[config.mk]
export PLATFORM = sky130hd
export DESIGN_NAME = if_fetch_unit
export DESIGN_NICKNAME = d
export VERILOG_FILES = /design/src/rtl/cpu_pkg.sv /design/src/rtl/fetch_skid_reg.sv /design/src/rtl/if_fetch_unit.sv
export SDC_FILE = /design/constraint.sdc
export NUM_CORES = 1
export LEC_CHECK = 0
export ABC_AREA = 1
export ABC_CLOCK_PERIOD_IN_PS = 1700
export CORE_MARGIN = 5
export CORE_UTILIZATION = 40
export CTS_BUF_LIST = sky130_fd_sc_hd__clkbuf_4 sky130_fd_sc_hd__clkbuf_8 sky130_fd_sc_hd__clkbuf_16
export CTS_CLUSTER_SIZE = 10
export DETAILED_ROUTE_END_ITERATION = 10
export GPL_TIMING_DRIVEN = 0
export PLACE_DENSITY = 0.72
export SETUP_SLACK_MARGIN = 0.3
export SYNTH_ARGS = -nofsm -noshare
export SYNTH_HDL_FRONTEND = slang
export SYNTH_SLANG_ARGS = --single-unit
export TNS_END_PERCENT = 1
[constraint.sdc]
create_clock -name clk -period 1.7 [get_ports clk]
set_input_delay 0.425 -clock clk [delete_from_list [all_inputs] [get_ports clk]]
set_output_delay 0.425 -clock clk [all_outputs]
set_load 0.03 [all_outputs]
[src/rtl/cpu_pkg.sv]
// Shared CPU-front-end types: datapath widths, the NOP encoding and the fetch FSM states.
// Used by the fetch unit, the IF/ID buffer and decode.
package cpu_pkg;

    localparam int unsigned PC_W   = 16;
    localparam int unsigned INST_W = 16;

    localparam logic [INST_W-1:0] NOP_INST = 16'h0000;

    typedef enum logic [1:0] {
        IDLE,
        REQ,
        HOLD,
        DRAIN
    } fetch_state_t;

endpackage

[src/rtl/fetch_skid_reg.sv]
// One-entry {pc, inst} holding register; keeps an instruction returned while decode is stalled.
module fetch_skid_reg
    import cpu_pkg::*;
(
    input  logic              clk_i,
    input  logic              rst_i,
    input  logic              load_i,
    input  logic              clear_i,
    input  logic [PC_W-1:0]   pc_i,
    input  logic [INST_W-1:0] inst_i,
    output logic [PC_W-1:0]   pc_o,
    output logic [INST_W-1:0] inst_o
);

    logic [PC_W-1:0]   pc_q;
    logic [INST_W-1:0] inst_q;

    always_ff @(posedge clk_i) begin
        if (rst_i || clear_i) begin
            pc_q   <= '0;
            inst_q <= NOP_INST;
        end else if (load_i) begin
            pc_q   <= pc_i;
            inst_q <= inst_i;
        end
    end

    assign pc_o   = pc_q;
    assign inst_o = inst_q;

endmodule

[src/rtl/if_fetch_unit.sv]
// Instruction-fetch stage feeding the IF/ID buffer: PC ownership, stall skid and branch redirect.
// Define FETCH_PERF_EN to add the saturating perf_bubble_cnt output.
module if_fetch_unit
    import cpu_pkg::*;
#(
    parameter logic [PC_W-1:0] RESET_PC = '0,
    parameter int unsigned     PC_INC   = 2
) (
    input  logic              clk,
    input  logic              rst,
    input  logic              stall,
    input  logic              br_taken,
    input  logic [PC_W-1:0]   br_target,
    output logic              imem_req,
    output logic [PC_W-1:0]   imem_addr,
    input  logic              imem_ready,
    input  logic [INST_W-1:0] imem_rdata,
    output logic [PC_W-1:0]   pc_buff_in,
    output logic [INST_W-1:0] inst_buff_in,
    output logic              nop_in,
    output logic              flush
`ifdef FETCH_PERF_EN
    ,
    output logic [15:0]       perf_bubble_cnt
`endif
);

    fetch_state_t      state_q, state_d;
    logic [PC_W-1:0]   fetch_pc_q, fetch_pc_d;
    logic [PC_W-1:0]   pend_pc_q, pend_pc_d;
    logic [PC_W-1:0]   pc_next;
    logic              skid_load, skid_clear;
    logic [PC_W-1:0]   skid_pc;
    logic [INST_W-1:0] skid_inst;

    assign pc_next   = fetch_pc_q + PC_W'(PC_INC);
    assign imem_addr = fetch_pc_q;
    assign flush     = br_taken;

    fetch_skid_reg u_skid (
        .clk_i   (clk),
        .rst_i   (rst),
        .load_i  (skid_load),
        .clear_i (skid_clear),
        .pc_i    (fetch_pc_q),
        .inst_i  (imem_rdata),
        .pc_o    (skid_pc),
        .inst_o  (skid_inst)
    );

    always_comb begin
        state_d      = state_q;
        fetch_pc_d   = fetch_pc_q;
        pend_pc_d    = pend_pc_q;
        imem_req     = 1'b0;
        nop_in       = 1'b1;
        pc_buff_in   = '0;
        inst_buff_in = NOP_INST;
        skid_load    = 1'b0;
        skid_clear   = 1'b0;

        // Reset outranks everything, so no request or delivery escapes in the reset cycle.
        if (!rst) begin
            unique case (state_q)
                IDLE: state_d = REQ;

                REQ: begin
                    imem_req = 1'b1;
                    if (br_taken) begin
                        if (imem_ready) begin
                            fetch_pc_d = br_target;
                        end else begin
                            pend_pc_d = br_target;
                            state_d   = DRAIN;
                        end
                    end else if (imem_ready) begin
                        fetch_pc_d = pc_next;
                        if (stall) begin
                            skid_load = 1'b1;
                            state_d   = HOLD;
                        end else begin
                            nop_in       = 1'b0;
                            pc_buff_in   = fetch_pc_q;
                            inst_buff_in = imem_rdata;
                        end
                    end
                end

                HOLD: begin
                    if (br_taken) begin
                        skid_clear = 1'b1;
                        fetch_pc_d = br_target;
                        state_d    = REQ;
                    end else if (!stall) begin
                        nop_in       = 1'b0;
                        pc_buff_in   = skid_pc;
                        inst_buff_in = skid_inst;
                        skid_clear   = 1'b1;
                        state_d      = REQ;
                    end
                end

                DRAIN: begin
                    // Keep the old address until memory answers, then discard that answer.
                    imem_req = 1'b1;
                    if (br_taken) begin
                        pend_pc_d = br_target;
                    end
                    if (imem_ready) begin
                        fetch_pc_d = br_taken ? br_target : pend_pc_q;
                        state_d    = REQ;
                    end
                end

                default: state_d = IDLE;
            endcase
        end
    end

    always_ff @(posedge clk) begin
        if (rst) begin
            state_q    <= IDLE;
            fetch_pc_q <= RESET_PC;
            pend_pc_q  <= '0;
        end else begin
            state_q    <= state_d;
            fetch_pc_q <= fetch_pc_d;
            pend_pc_q  <= pend_pc_d;
        end
    end

`ifdef FETCH_PERF_EN
    logic [15:0] bubble_cnt_q;

    always_ff @(posedge clk) begin
        if (rst) begin
            bubble_cnt_q <= '0;
        end else if (nop_in && (bubble_cnt_q != 16'hFFFF)) begin
            bubble_cnt_q <= bubble_cnt_q + 16'd1;
        end
    end

    assign perf_bubble_cnt = bubble_cnt_q;
`endif

endmodule

==> impl_metrics.json <==
{
  "outcome": "complete, but fails checks",
  "violations": "negative setup slack",
  "period_needed_ps": 2294,
  "io_buffers": 86,
  "power_density_nw_per_um2": 1020,
  "start_util": 0.4129,
  "via_per_inst": 5.577,
  "cp_max_fo": 4,
  "slew_headroom": 0.6643,
  "ys_ff_latch": 66,
  "clk_pin_slew_ps": 70,
  "synth_edf_count": 0,
  "antenna_left": 0,
  "cts_tree": "built",
  "grt_pass1_vias": 4613,
  "avgSynthCellArea_sq_um": 6.601,
  "first_pass_iters": 7,
  "worstSetupEndpoint": "inst_buff_in[14]",
  "dp_hpwl_mm": 10.07,
  "crit_family": "simple AND/OR/NAND/NOR gates",
  "layout_setup_ws_ps": -593.6,
  "cts_root_buffer": "clkbuf_8",
  "synth_cell_types": 36,
  "layout_common_cells": "157 x nand2_1, 68 x a21oi_1, 54 x dfxtp_1, 52 x buf_6, 44 x nand3_1",
  "endpoint_kind": "primary output",
  "finalInstanceArea_sq_um": 6020,
  "vias": 4763,
  "r2r_end": "imem_addr[12]$_SDFFE_PP0P_",
  "synth_seq_area_share": 0.3244,
  "start_kind": "register",
  "worstSetupStartpoint": "state_q[0]$_SDFFE_PP0P_",
  "nets": 757,
  "drt_iter0_drc": 263,
  "cap_viol_max_count": 0,
  "clk_latency_ps": 350,
  "timing.rr.start": "state_q[0]$_SDFFE_PP0P_",
  "finalSetupViolCount": 35,
  "tightestPinTransition_ps": 503.6,
  "ff2ff_path_depth": 8,
  "rsz0062_at_grt": "true",
  "antenna_found_initial": 0,
  "yosys_most_used_dff": "dfxtp_1",
  "ir_worst_vdd_v": 0.0008368,
  "cts_buffers": 9,
  "die_area_sq_um": 12300,
  "finalHoldViolCount": 0,
  "core-area_sq_um": 9864,
  "critical_path_depth": 7,
  "postSynth.asyncResetShare": 0,
  "grt_first_pass_wirelength_mm": 23.18,
  "drive_above_1_share": 0.2982,
  "cts.sinks": 66,
  "leakage_nw": 2.126,
  "netlist_area_sq_um": 4073,
  "crit_buf_inv": 3,
  "reg2reg_slack_ps": -10,
  "die_w_microns": 110.9,
  "synth_warnings": 0,
  "finalCritPeriodShare": 1.349,
  "pre_cts_ws_ps": -1385,
  "final_common_cell": "nand2_1",
  "wl_per_cell_microns": 16.25,
  "max_freq_ghz": 0.4360,
  "wl_mm": 13.88,
  "die_h_microns": 110.9,
  "holdBufCountCts": 0,
  "fp-row-count": 36,
  "overflow": 0,
  "crit_type": "reg -> out",
  "place_area_sq_um": 5497,
  "crit_chain": "inv_2 > ha_4 > or2_1 > buf_8 > nor3_4 > a21boi_4 > buf_6",
  "cts_buffer_depth": 2,
  "syn_nets": 658,
  "skew_ps": 8.803,
  "grt_max_degree": 12,
  "io-pin-count": 88,
  "gp_congestion": 0.8886,
  "grtUsageTotal": 0.2222,
  "cts_max_level": 3,
  "hold_class": "in -> reg",
  "route.detailed.drc": 0,
  "finalMaxSlewViolations": 0,
  "slowest_delay_ps": 380,
  "antenna_cells": 0,
  "synth_cells": 617,
  "cp_data_required_time_ps": 1270,
  "synthToLayoutAreaGrowth_pct": 47.80,
  "crit_slowest_cell": "dfxtp_4",
  "arrival_ps": 1870
}
area by class of cell:
| cell class | instances | area (sq um) |
|---|---|---|
| Timing Repair Buffer | 88 | 889.6 |
| Multi-Input combinational cell | 473 | 2903 |
| Inverter | 28 | 116.4 |
| Tap cell | 133 | 166.4 |
| Fill cell | 866 | 3845 |
| Buffer | 50 | 389.1 |
| Clock inverter | 4 | 50.05 |
| Clock buffer | 12 | 158.9 |
| Sequential cell | 66 | 1346 |
report_power, final:
part | switching, mW | internal (mW)
combinational | 1.60 | 0.926
sequential | 0.393 | 1.82
clock | 0.627 | 0.772
synthesized netlist by cell type, types with 2 or more instances:
cell / count / area (sq um)
buf_6: 6 / 67.56
a41oi_1: 3 / 26.28
nand3b_1: 2 / 15.01
a211oi_2: 8 / 100.1
buf_4: 4 / 30.03
a21boi_0: 2 / 15.01
a31oi_1: 9 / 56.30
nor3b_1: 8 / 60.06
nand2_2: 3 / 18.77
o21ai_1: 9 / 45.04
ha_1: 4 / 50.05
clkbuf_1: 16 / 60.06
a21oi_1: 103 / 515.5
dfxtp_1: 66 / 1321
nand4_1: 33 / 206.5
nand2_1: 163 / 611.8
nand3_2: 2 / 20.02
inv_1: 23 / 86.33
inv_2: 3 / 11.26
nand3_1: 44 / 220.2
buf_1: 6 / 22.52
a211oi_1: 2 / 15.01
buf_2: 18 / 90.09
o21ai_0: 40 / 200.2
nor2_1: 29 / 108.9
per-stage QoR:
step	hold WS [ps]	instances	power (mW)	util	setup TNS [ps]
3_5_place_dp	454.8	836	4.508	0.5572	-67540
5_1_grt	475.1	854	6.473	0.6102	-20220
6_report	460.2	854	6.139	0.6102	-18080
4_1_cts	456.4	854	6.055	0.6005	-17740
2_1_floorplan	440.3	617	3.652	-	-5534
3_3_place_gp	448.2	836	4.473	0.5572	-64580
cells by family (layout without fill, tap and decap cells):
| logic type | after synthesis | in the layout | share of synthesized area |
|---|---|---|---|
| AND/OR/NAND/NOR | 290 | 290 | 0.3235 |
| flip-flops | 66 | 66 | 0.3244 |
| adder cells (fa/ha/maj) | 4 | 4 | 0.01229 |
| AO/OA/AOI/OAI | 179 | 179 | 0.2470 |
| buffers and inverters | 78 | 182 | 0.09278 |
how the worst min path moves through the flow:
| stage | startpoint | end | slack (ps) | cells after the start |
|---|---|---|---|---|
| 3_3_place_gp | u_skid.pc_o[2]$_SDFFE_PP0P_ | u_skid.pc_o[2]$_SDFFE_PP0P_ | 450 | 2 |
| 3_5_place_dp | u_skid.inst_o[7]$_SDFFE_PP0P_ | u_skid.inst_o[7]$_SDFFE_PP0P_ | 450 | 2 |
| 4_1_cts | br_taken | state_q[0]$_SDFFE_PP0P_ | 460 | 3 |
| 5_1_grt | u_skid.inst_o[7]$_SDFFE_PP0P_ | u_skid.inst_o[7]$_SDFFE_PP0P_ | 480 | 2 |
| 6_report | br_taken | state_q[0]$_SDFFE_PP0P_ | 460 | 3 |
| 2_1_floorplan | u_skid.inst_o[13]$_SDFFE_PP0P_ | u_skid.inst_o[13]$_SDFFE_PP0P_ | 440 | 2 |
registers in the layout (all words and copies together) (netlist names):
signal,count
pend_pc_q,16
u_skid.inst_o,16
state_q,2
imem_addr,16
u_skid.pc_o,16
tightest hold or removal path: cells and delay by family:
| family | cells | cell delay (ps) |
|---|---|---|
| compound gates | 1 | 140 |
| simple gates | 1 | 70 |
| buf+inv | 1 | 120 |
routing by layer:
metal	wire, microns	global-route usage	vias to the layer above	share of wire
li1	-	-	2333	-
met1	6281	0.2946	2244	0.45
met2	6652	0.3661	165	0.48
met3	754	0.04476	21	0.054
met4	193	0.06322	0	0.014
met5	0	0	-	0
repair_timing:
item,CTS,global route
resized for setup,381,34
gates cloned,0,0
endpoints found under the setup margin,117,115
pin swaps,6,13
endpoints found under the hold margin,0,0
buffers inserted,2,0
Note: power is estimated with default switching activity, not from simulation.
